<file path="src/rtl/sfifo_param.sv">
// rtl/sfifo_param.sv - parameterised synchronous FIFO with status and sticky error flags
module sfifo_param #(
  parameter int WIDTH    = 8,
  parameter int DEPTH    = 16,
  parameter int PTR_BITS = 4,
  parameter int CNT_BITS = 5,
  parameter int AF_LEVEL = 14,
  parameter int AE_LEVEL = 2
) (
  input  logic                clock,
  input  logic                reset_n,
  input  logic [WIDTH-1:0]    data_in,
  input  logic                read_n,
  input  logic                write_n,
  output logic [WIDTH-1:0]    data_out,
  output logic                data_valid,
  output logic [CNT_BITS-1:0] count,
  output logic                full,
  output logic                empty,
  output logic                half,
  output logic                almost_full,
  output logic                almost_empty,
  output logic                overflow,
  output logic                underflow
);

  localparam logic [CNT_BITS-1:0] FULL_LVL = CNT_BITS'(DEPTH);
  localparam logic [CNT_BITS-1:0] HALF_LVL = CNT_BITS'((DEPTH + 1) / 2);
  localparam logic [CNT_BITS-1:0] AF_LVL   = CNT_BITS'(AF_LEVEL);
  localparam logic [CNT_BITS-1:0] AE_LVL   = CNT_BITS'(AE_LEVEL);
  localparam logic [PTR_BITS-1:0] LAST_PTR = PTR_BITS'(DEPTH - 1);

  logic [WIDTH-1:0]    mem [DEPTH];
  logic [PTR_BITS-1:0] rd_ptr;
  logic [PTR_BITS-1:0] wr_ptr;
  logic [CNT_BITS-1:0] cnt;
  logic                rd_ok;
  logic                wr_ok;

  // Pointers wrap at DEPTH-1 so non-power-of-two depths use every slot.
  function automatic logic [PTR_BITS-1:0] ptr_next(input logic [PTR_BITS-1:0] p);
    return (p == LAST_PTR) ? '0 : p + 1'b1;
  endfunction

  // A write into a full FIFO is still accepted when a read frees a slot on the same edge.
  assign rd_ok = !read_n && (cnt != '0);
  assign wr_ok = !write_n && ((cnt < FULL_LVL) || rd_ok);

  assign count        = cnt;
  assign full         = (cnt == FULL_LVL);
  assign empty        = (cnt == '0);
  assign half         = (cnt >= HALF_LVL);
  assign almost_full  = (cnt >= AF_LVL);
  assign almost_empty = (cnt <= AE_LVL);

  always_ff @(posedge clock) begin
    if (reset_n) begin
      rd_ptr     <= '0;
      wr_ptr     <= '0;
      cnt        <= '0;
      data_out   <= '0;
      data_valid <= 1'b0;
      overflow   <= 1'b0;
      underflow  <= 1'b0;
    end else begin
      data_valid <= rd_ok;
      if (rd_ok) begin
        data_out <= mem[rd_ptr];
        rd_ptr   <= ptr_next(rd_ptr);
      end
      if (wr_ok) begin
        wr_ptr <= ptr_next(wr_ptr);
      end
      if (wr_ok && !rd_ok) begin
        cnt <= cnt + 1'b1;
      end else if (rd_ok && !wr_ok) begin
        cnt <= cnt - 1'b1;
      end
      if (!write_n && !wr_ok) begin
        overflow <= 1'b1;
      end
      if (!read_n && (cnt == '0)) begin
        underflow <= 1'b1;
      end
    end
  end

  // Storage is never cleared; reset only blocks the write on its own edge.
  always_ff @(posedge clock) begin
    if (wr_ok && !reset_n) begin
      mem[wr_ptr] <= data_in;
    end
  end

endmodule

</file>
<file path="config.mk">
export PLATFORM = sky130hd
export DESIGN_NAME = sfifo_param
export DESIGN_NICKNAME = d
export VERILOG_FILES = /design/src/rtl/sfifo_param.sv
export SDC_FILE = /design/constraint.sdc
export NUM_CORES = 1
export LEC_CHECK = 0
export CAP_MARGIN = 40
export CORE_ASPECT_RATIO = 1.25
export CORE_MARGIN = 8
export CORE_UTILIZATION = 45
export CTS_BUF_LIST = sky130_fd_sc_hd__clkbuf_8
export CTS_CLUSTER_SIZE = 24
export DETAILED_ROUTE_END_ITERATION = 6
export SETUP_SLACK_MARGIN = 0.1
export SLEW_MARGIN = 10
export SYNTH_ARGS = -nofsm -noshare
export SYNTH_HDL_FRONTEND = slang
export SYNTH_SLANG_ARGS = --single-unit
export TNS_END_PERCENT = 10
</file>
<file path="constraint.sdc">
create_clock -name clock -period 5.5 [get_ports clock]
set_input_delay 1.65 -clock clock [delete_from_list [all_inputs] [get_ports clock]]
set_output_delay 1.65 -clock clock [all_outputs]
set_load 0.02 [all_outputs]
</file>
==> report_table.html, run 1 <==
<table>
<tr><th>Metric</th><th>Value</th></tr>
<tr><th colspan="2">Status</th></tr>
<tr><td>Result of the run</td><td>finished clean</td></tr>
<tr><th colspan="2">Clock network</th></tr>
<tr><td>Resized cells post-CTS</td><td>0</td></tr>
<tr><td>Postcts setup bufs</td><td>0</td></tr>
<tr><td>Maximum root-to-sink buffer count</td><td>2</td></tr>
<tr><td>Clock tree sinks</td><td>around 150</td></tr>
<tr><td>Clock root buffer master</td><td>clkbuf_8</td></tr>
<tr><td>Maximum level of the CTS H-tree</td><td>4</td></tr>
<tr><td>Clock slew at the register clock pins of the worst setup and hold paths</td><td>about 0.080 ns</td></tr>
<tr><td>Total clock buffers created by CTS</td><td>17</td></tr>
<tr><td>CTS tree</td><td>built</td></tr>
<tr><td>Clock Latency Late Sink</td><td>approximately 0.45 ns</td></tr>
<tr><td>Cts hold-fix bufs</td><td>0</td></tr>
<tr><th colspan="2">Floorplan</th></tr>
<tr><td>Number of standard-cell rows in the floorplan</td><td>between 40 and 50</td></tr>
<tr><td>Initial core utilization</td><td>0.453</td></tr>
<tr><td>Overall die area</td><td>between 15,000 and 20,000 sq um</td></tr>
<tr><td>I/O pins</td><td>33</td></tr>
<tr><td>Die span in y</td><td>~150 um</td></tr>
<tr><td>Horizontal die dimension</td><td>around 120 um</td></tr>
<tr><td>Core Region</td><td>13,600 sq um</td></tr>
<tr><th colspan="2">Hold path</th></tr>
<tr><td>Class of the most critical hold timing path</td><td>register to register</td></tr>
<tr><td>Start point of the worst min-delay path</td><td>overflow</td></tr>
<tr><td>Worst Hold Path EP</td><td>overflow</td></tr>
<tr><td>Hold Path Cell Cnt</td><td>2</td></tr>
<tr><th colspan="2">Timing</th></tr>
<tr><td>Setup repair after global routing missed its margin</td><td>false</td></tr>
<tr><td>Setup violation total in the final timing report</td><td>0</td></tr>
<tr><td>Final Cycle Share</td><td>0.704</td></tr>
<tr><td>Transition at the pin with the smallest max-transition slack</td><td>about 0.92 ns</td></tr>
<tr><td>Final hold violations</td><td>0</td></tr>
<tr><td>Setup WS post-layout</td><td>1.63 ns</td></tr>
<tr><td>Final-layout setup total negative slack</td><td>0 ns</td></tr>
<tr><td>Highest attainable clock frequency</td><td>about 0.26 GHz</td></tr>
<tr><td>Headroom to the max-slew limit</td><td>0.383</td></tr>
<tr><td>Number of max-slew violations in the final report</td><td>0</td></tr>
<tr><td>Final critical delay including setup and external delays</td><td>around 3.9 ns</td></tr>
<tr><td>Final worst hold slack</td><td>0.483 ns</td></tr>
<tr><td>Max Clock Skew</td><td>a little over 0.02 ns</td></tr>
<tr><th colspan="2">Critical path</th></tr>
<tr><td>Worst Path Arrival</td><td>~2.2 ns</td></tr>
<tr><td>End of the worst register-to-register path</td><td>count[4]</td></tr>
<tr><td>Reg2reg setup slack</td><td>2.43 ns</td></tr>
<tr><td>Slowest cell delay on critical path</td><td>between 0.6 and 0.7 ns</td></tr>
<tr><td>Number of cells on the worst reg-to-reg path</td><td>10</td></tr>
<tr><td>CP endpoint kind</td><td>primary output</td></tr>
<tr><td>Worst reg2reg startpoint</td><td>count[0]</td></tr>
<tr><td>CP Class</td><td>register to primary output</td></tr>
<tr><td>List of cells traversed by the critical path</td><td>or4_4 &gt; nor2_1 &gt; clkdlybuf4s50_1</td></tr>
<tr><td>CP startpoint kind</td><td>register</td></tr>
<tr><td>Worst endpoint required time</td><td>3.85 ns</td></tr>
<tr><td>Highest fanout seen on the critical path</td><td>6</td></tr>
<tr><td>Cell type of the slowest stage on the worst timing path</td><td>clkdlybuf4s50_1</td></tr>
<tr><th colspan="2">Power and ir drop</th></tr>
<tr><td>Fraction of power spent switching nets</td><td>0.291</td></tr>
<tr><td>Peak VDD IR</td><td>~270 uV</td></tr>
<tr><td>Leakage Power</td><td>~2.3 nW</td></tr>
<tr><td>Design internal power</td><td>between 2 and 2.5 mW</td></tr>
<tr><td>Logic gate share of total power</td><td>0.231</td></tr>
<tr><td>Share of power burned in registers</td><td>0.472</td></tr>
<tr><td>Proportion of power drawn by the clock network</td><td>0.296</td></tr>
<tr><td>Total power per unit cell area</td><td>~410 nW/um^2</td></tr>
<tr><td>Power spent charging and discharging nets</td><td>approximately 0.84 mW</td></tr>
<tr><td>Final Total Pwr</td><td>roughly 2.9 mW</td></tr>
<tr><th colspan="2">Routing</th></tr>
<tr><td>Final ANT Viol Nets</td><td>0</td></tr>
<tr><td>Vias per std cell</td><td>between 5 and 6</td></tr>
<tr><td>DR DRC count</td><td>0</td></tr>
<tr><td>Pre-Repair DR Iteration Count</td><td>4</td></tr>
<tr><td>Total via count after detailed routing</td><td>between 3,000 and 4,000</td></tr>
<tr><td>Final routed wirelength across all metal layers</td><td>12,000 um</td></tr>
<tr><td>Detailed-route wire length per cell</td><td>20.0 um</td></tr>
<tr><td>Number of DRC markers after the initial detailed-route iteration</td><td>190</td></tr>
<tr><th colspan="2">Cells and area</th></tr>
<tr><td>Seq. cell area</td><td>about 4300 sq um</td></tr>
<tr><td>Fin cells</td><td>approximately 600</td></tr>
<tr><td>Summed area of non-filler cells in the final layout</td><td>7070 sq um</td></tr>
<tr><td>Layout filler cell count</td><td>1,111</td></tr>
<tr><td>Final core utilization</td><td>0.519</td></tr>
<tr><td>Final nets</td><td>about 430</td></tr>
<tr><td>Antenna fix cells</td><td>0</td></tr>
<tr><td>Area of the multi-input gates</td><td>between 1500 and 2000 sq um</td></tr>
<tr><td>Most frequent standard cell in the layout excluding fill and tap cells</td><td>edfxtp_1</td></tr>
<tr><td>Fraction of layout instances using a drive strength above 1</td><td>0.177</td></tr>
<tr><td>Most used cells in the layout excluding fill and tap cells</td><td>128 x edfxtp_1, 38 x nor2_1, 32 x clkdlybuf4s50_1, 28 x mux2i_1</td></tr>
<tr><td>Syn-to-layout area delta</td><td>14.5%</td></tr>
<tr><th colspan="2">Logic synthesis</th></tr>
<tr><td>Post-synthesis net count</td><td>around 400</td></tr>
<tr><td>Avg Cell Area, Syn</td><td>16.7 sq um</td></tr>
<tr><td>Flops &amp; latches, synth</td><td>about 150</td></tr>
<tr><td>Fraction of registers with async set or reset after synthesis</td><td>0</td></tr>
<tr><td>Cell accounting for the most synthesized area</td><td>edfxtp_1</td></tr>
<tr><td>Cell types occupying the most area after synthesis</td><td>edfxtp_1 62%, mux4_2 8.4%, dfxtp_1 7.8%, mux2i_1 4.5%, nor2_1 2.3%</td></tr>
<tr><td>Syn Std Cell Area</td><td>6170 sq um</td></tr>
<tr><td>Flip-flop cell with the highest count after synthesis</td><td>edfxtp_1</td></tr>
<tr><td>Library cells used by synthesis</td><td>43</td></tr>
<tr><td>Yosys top cell area share</td><td>0.622</td></tr>
<tr><td>Part of the Yosys area used for sequential elements</td><td>0.700</td></tr>
<tr><td>Total number of yosys warnings</td><td>0</td></tr>
<tr><td>Count of flip-flops with a built-in enable after synthesis</td><td>about 130</td></tr>
<tr><td>Synthesized netlist cell count</td><td>~370</td></tr>
<tr><th colspan="2">Placed design</th></tr>
<tr><td>Placer's final routability congestion estimate</td><td>about 0.76</td></tr>
<tr><td>Placed Instance Area</td><td>between 6000 and 7000 sq um</td></tr>
<tr><td>Placed instance count</td><td>approximately 570</td></tr>
<tr><td>DP Wirelength</td><td>approximately 8000 um</td></tr>
<tr><td>Pre-CTS setup slack</td><td>~1.2 ns</td></tr>
<tr><td>Number of buffer cells added on primary ports</td><td>32</td></tr>
<tr><th colspan="2">GRT</th></tr>
<tr><td>Number of global-route vias before repair</td><td>3,355</td></tr>
<tr><td>Remaining global-route overflow</td><td>0</td></tr>
<tr><td>Global-route usage over all layers</td><td>0.141</td></tr>
<tr><td>Wire length of the first global-routing pass</td><td>approximately 19,000 um</td></tr>
<tr><td>Maximum number of pins on one net before global-route repair</td><td>31</td></tr>
<tr><td>Number of antenna violations at the first check in global routing</td><td>0</td></tr>
<tr><th colspan="2">Job</th></tr>
<tr><td>Max-cap viol count</td><td>0</td></tr>
</table>
## how the worst max path moves through the flow
stage	to	slack, ns	startpoint
after floorplan	count[4]	1.88	read_n
final	empty	1.63	count[0]
after global placement	count[4]	1.25	read_n
after global routing	empty	1.50	count[0]
after detailed placement	count[4]	1.19	read_n
after CTS	empty	1.58	count[0]
## cell usage after synthesis, drive strengths merged (2+ instances only)
cell type	instances
nand3b	2
edfxtp	128
nor2	38
inv	7
buf	14
a31oi	10
mux2i	28
o22ai	8
or4	2
dfxtp	24
or2	9
a21o	3
nand2	12
mux4	24
nand2b	2
clkbuf	8
ha	9
xor2	4
a21oi	9
nand3	3
nor3	6
a311oi	8
## cell families after synthesis
group                    synth area share
multiplexers                        0.135
adder cells (fa/ha/maj)            0.0215
flip-flops                          0.700
AO/OA/AOI/OAI                      0.0503
AND/OR/NAND/NOR                    0.0557
XOR/XNOR                          0.00709
buffers and inverters              0.0298
## critical path: cells and delay by family (launching register included)
kind          cells  cell delay, ns
simple gates      2            0.75
flops             1            0.40
buf+inv           1            0.64
## area by class of cell
class / count / area share
clock buffers: 17 / 0.0331
clock inverters: 15 / 0.0235
inverters: 8 / 0.00496
multi-input cells: 187 / 0.236
well taps: 175 / 0.0310
flip-flops and latches: 152 / 0.612
repair buffers: 44 / 0.0598
## metal layers
metal	vias to the layer above	part of all wire	global-route usage	wire length (um)
met3	11	0.051	0.0415	608
met1	1640	0.44	0.174	5220
li1	1522	-	-	-
met2	76	0.50	0.229	6020
met4	0	0.011	0.0545	136
met5	-	0	0	0
## sequential cells by signal (all words and copies together), names as in the netlist
| signal | cells |
|---|---|
| count | 5 |
| data_out | 8 |
| data_valid | 1 |
| mem | 128 |
| overflow | 1 |
| rd_ptr | 4 |
| underflow | 1 |
| wr_ptr | 4 |
## power by group through the flow
stage	Sequential (mW)	Combinational (mW)	Clock (mW)
floorplan	1.41	0.433	0
global placement	1.40	0.643	0
detailed placement	1.39	0.674	0
CTS	1.36	0.677	0.870
global route	1.37	0.724	0.918
finish	1.36	0.666	0.852
(Power assumes the default switching activity.)
==> inputs of run 2 (changes only) <==
clock period = 3.9 ns   (was 5.5 ns; I/O delays follow)
==> run 2 against run 1 <==
Compared with the run above: register-to-register slack worse by 1.5 ns; critical endpoint unchanged; sequential power grew 40%; setup slack worse by 1.1 ns.
==> report_table.html, run 2 (synthesis results as in run 1) <==
<table>
<tr><th>Metric</th><th>Value</th></tr>
<tr><th colspan="2">Status</th></tr>
<tr><td>Result of the run</td><td>finished clean (unchanged)</td></tr>
<tr><th colspan="2">GRT</th></tr>
<tr><td>Remaining global-route overflow</td><td>0 (unchanged)</td></tr>
<tr><td>Global-route usage over all layers</td><td>0.140 (was 0.141)</td></tr>
<tr><td>Number of global-route vias before repair</td><td>3,468 (was 3,355)</td></tr>
<tr><td>Maximum number of pins on one net before global-route repair</td><td>27 (was 31)</td></tr>
<tr><td>Number of antenna violations at the first check in global routing</td><td>0 (unchanged)</td></tr>
<tr><td>Wire length of the first global-routing pass</td><td>18,900 um (was 18,700 um)</td></tr>
<tr><th colspan="2">Clock network</th></tr>
<tr><td>Cts hold-fix bufs</td><td>0 (unchanged)</td></tr>
<tr><td>Clock slew at the register clock pins of the worst setup and hold paths</td><td>0.08 ns (about the same)</td></tr>
<tr><td>Maximum root-to-sink buffer count</td><td>2 (unchanged)</td></tr>
<tr><td>Postcts setup bufs</td><td>0 (unchanged)</td></tr>
<tr><td>Resized cells post-CTS</td><td>0 (unchanged)</td></tr>
<tr><td>Total clock buffers created by CTS</td><td>17 (unchanged)</td></tr>
<tr><td>Clock tree sinks</td><td>152 (unchanged)</td></tr>
<tr><td>CTS tree</td><td>built (unchanged)</td></tr>
<tr><td>Clock Latency Late Sink</td><td>0.44 ns (was 0.45 ns)</td></tr>
<tr><td>Clock root buffer master</td><td>clkbuf_8 (unchanged)</td></tr>
<tr><td>Maximum level of the CTS H-tree</td><td>4 (unchanged)</td></tr>
<tr><th colspan="2">Timing</th></tr>
<tr><td>Final hold violations</td><td>0 (unchanged)</td></tr>
<tr><td>Setup repair after global routing missed its margin</td><td>false (unchanged)</td></tr>
<tr><td>Transition at the pin with the smallest max-transition slack</td><td>0.671 ns (was 0.923 ns)</td></tr>
<tr><td>Final Cycle Share</td><td>0.866</td></tr>
<tr><td>Setup violation total in the final timing report</td><td>0 (unchanged)</td></tr>
<tr><td>Max Clock Skew</td><td>0.0112 ns (was 0.0205 ns)</td></tr>
<tr><td>Final-layout setup total negative slack</td><td>0 ns (unchanged)</td></tr>
<tr><td>Final critical delay including setup and external delays</td><td>between 3 and 4 ns</td></tr>
<tr><td>Final worst hold slack</td><td>0.485 ns (was 0.483 ns)</td></tr>
<tr><td>Highest attainable clock frequency</td><td>around 0.30 GHz</td></tr>
<tr><td>Number of max-slew violations in the final report</td><td>0 (unchanged)</td></tr>
<tr><td>Headroom to the max-slew limit</td><td>0.552 (was 0.383)</td></tr>
<tr><th colspan="2">Critical path</th></tr>
<tr><td>Worst reg2reg startpoint</td><td>count[0] (unchanged)</td></tr>
<tr><td>End of the worst register-to-register path</td><td>count[4] (unchanged)</td></tr>
<tr><td>Number of cells on the worst reg-to-reg path</td><td>10 (unchanged)</td></tr>
<tr><td>List of cells traversed by the critical path</td><td>or4_4 &gt; nor2_1 &gt; clkdlybuf4s50_1 (unchanged)</td></tr>
<tr><td>Worst endpoint required time</td><td>2.73 ns (was 3.85 ns)</td></tr>
<tr><td>Reg2reg setup slack</td><td>0.93 ns (was 2.43 ns)</td></tr>
<tr><td>CP startpoint kind</td><td>register (unchanged)</td></tr>
<tr><td>CP Class</td><td>register to primary output (unchanged)</td></tr>
<tr><td>CP endpoint kind</td><td>primary output (unchanged)</td></tr>
<tr><td>Highest fanout seen on the critical path</td><td>6 (unchanged)</td></tr>
<tr><td>Cell type of the slowest stage on the worst timing path</td><td>clkdlybuf4s50_1 (unchanged)</td></tr>
<tr><td>Slowest cell delay on critical path</td><td>0.63 ns (was 0.64 ns)</td></tr>
<tr><td>Worst Path Arrival</td><td>2.21 ns (was 2.22 ns)</td></tr>
<tr><th colspan="2">Cells and area</th></tr>
<tr><td>Most used cells in the layout excluding fill and tap cells</td><td>128 x edfxtp_1, 38 x nor2_1, 32 x clkdlybuf4s50_1, 28 x mux2i_1 (unchanged)</td></tr>
<tr><td>Register ranked first by flip-flop count</td><td>mem (unchanged)</td></tr>
<tr><td>Max FFs per register</td><td>128 (unchanged)</td></tr>
<tr><td>Layout filler cell count</td><td>1,126 (was 1,111)</td></tr>
<tr><td>Syn-to-layout area delta</td><td>15.8% (was 14.5%)</td></tr>
<tr><td>Final nets</td><td>444 (was 432)</td></tr>
<tr><td>Fraction of layout instances using a drive strength above 1</td><td>0.202 (was 0.177)</td></tr>
<tr><td>Most frequent standard cell in the layout excluding fill and tap cells</td><td>edfxtp_1 (unchanged)</td></tr>
<tr><td>Antenna fix cells</td><td>0 (unchanged)</td></tr>
<tr><td>Fin cells</td><td>610 (was 598)</td></tr>
<tr><td>Final core utilization</td><td>0.525 (was 0.519)</td></tr>
<tr><th colspan="2">Floorplan</th></tr>
<tr><td>Die span in y</td><td>147 um (unchanged)</td></tr>
<tr><td>Horizontal die dimension</td><td>121 um (unchanged)</td></tr>
<tr><td>Core Region</td><td>13,600 sq um (unchanged)</td></tr>
<tr><td>Overall die area</td><td>17,700 sq um (unchanged)</td></tr>
<tr><td>Initial core utilization</td><td>0.453 (unchanged)</td></tr>
<tr><td>Number of standard-cell rows in the floorplan</td><td>48 (unchanged)</td></tr>
<tr><td>I/O pins</td><td>33 (unchanged)</td></tr>
<tr><th colspan="2">Routing</th></tr>
<tr><td>DR DRC count</td><td>0 (unchanged)</td></tr>
<tr><td>Detailed-route wire length per cell</td><td>19.2 um (was 20.0 um)</td></tr>
<tr><td>Final routed wirelength across all metal layers</td><td>11,700 um (was 12,000 um)</td></tr>
<tr><td>Highest metal used</td><td>met4 (unchanged)</td></tr>
<tr><td>Total via count after detailed routing</td><td>3,263 (was 3,249)</td></tr>
<tr><td>Metal1 wirelength</td><td>4940 um (was 5220 um)</td></tr>
<tr><td>Vias per std cell</td><td>5.35 (was 5.43)</td></tr>
<tr><td>Pre-Repair DR Iteration Count</td><td>4 (unchanged)</td></tr>
<tr><td>Met2 routed WL</td><td>6000 um (was 6020 um)</td></tr>
<tr><td>Number of DRC markers after the initial detailed-route iteration</td><td>202 (was 190)</td></tr>
<tr><td>Final ANT Viol Nets</td><td>0 (unchanged)</td></tr>
<tr><td>Total met3 wirelength after detailed routing</td><td>599 um (was 608 um)</td></tr>
<tr><th colspan="2">Placed design</th></tr>
<tr><td>Placed instance count</td><td>578 (was 566)</td></tr>
<tr><td>Number of buffer cells added on primary ports</td><td>32 (unchanged)</td></tr>
<tr><td>DP Wirelength</td><td>7970 um (was 8020 um)</td></tr>
<tr><td>Placer's final routability congestion estimate</td><td>0.758 (was 0.759)</td></tr>
<tr><th colspan="2">Power and ir drop</th></tr>
<tr><td>Leakage Power</td><td>2.32 nW (was 2.27 nW)</td></tr>
<tr><td>Final Total Pwr</td><td>4.01 mW (was 2.88 mW)</td></tr>
<tr><td>Total power per unit cell area</td><td>561 nW/um^2 (was 407 nW/um^2)</td></tr>
<tr><td>Peak VDD IR</td><td>254 uV (was 273 uV)</td></tr>
<tr><th colspan="2">Hold path</th></tr>
<tr><td>Class of the most critical hold timing path</td><td>register to register (unchanged)</td></tr>
<tr><td>Worst Hold Path EP</td><td>overflow (unchanged)</td></tr>
<tr><td>Start point of the worst min-delay path</td><td>overflow (unchanged)</td></tr>
<tr><td>Hold Path Cell Cnt</td><td>2 (unchanged)</td></tr>
<tr><th colspan="2">Job</th></tr>
<tr><td>Max-cap viol count</td><td>0 (unchanged)</td></tr>
</table>
[run 2: worst max-delay path: cells and delay by family, from the launching register on]
kind,cells,cell delay (ns)
buffers and inverters,1,0.63
DFF,1,0.39
and+or+nand+nor,2,0.76
[run 2: report_power, final]
part	internal (mW)	switching (mW)
Clock	0.537	0.615
Sequential	1.84	0.0663
Combinational	0.461	0.497
Total	2.84	1.18
[run 2: worst max path at each step]
stage | start | end | slack [ns] | depth (start not counted)
3_3_place_gp | read_n | count[4] | 0.25 | 10
3_5_place_dp | read_n | count[4] | 0.16 | 10
6_report | count[0] | empty | 0.52 | 3
5_1_grt | count[0] | empty | 0.41 | 3
4_1_cts | count[0] | empty | 0.47 | 3
2_1_floorplan | read_n | count[4] | 0.76 | 11
[run 2: final cells by class]
type                            instances  area (sq um)  area share
Clock buffer                           18           248      0.0346
Inverter                                8          35.0     0.00490
Clock inverter                         14           139      0.0194
Timing Repair Buffer                   56           520      0.0728
Tap cell                              175           219      0.0306
Multi-Input combinational cell        187          1670       0.233
Sequential cell                       152          4330       0.605
[run 2: through the flow]
| step | cell area, sq um | setup WS [ns] |
|---|---|---|
| detailed placement | 6770 | 0.165 |
| floorplan | 6170 | 0.756 |
| global placement | 6730 | 0.249 |
| global route | 7150 | 0.407 |
| finish | 7150 | 0.524 |
| CTS | 7150 | 0.466 |
[run 2: routing by layer]
metal  track usage  up-vias
li1              -     1545
met1         0.163     1630
met2         0.237       74
met3        0.0407       14
met4        0.0532        0
met5             0        -
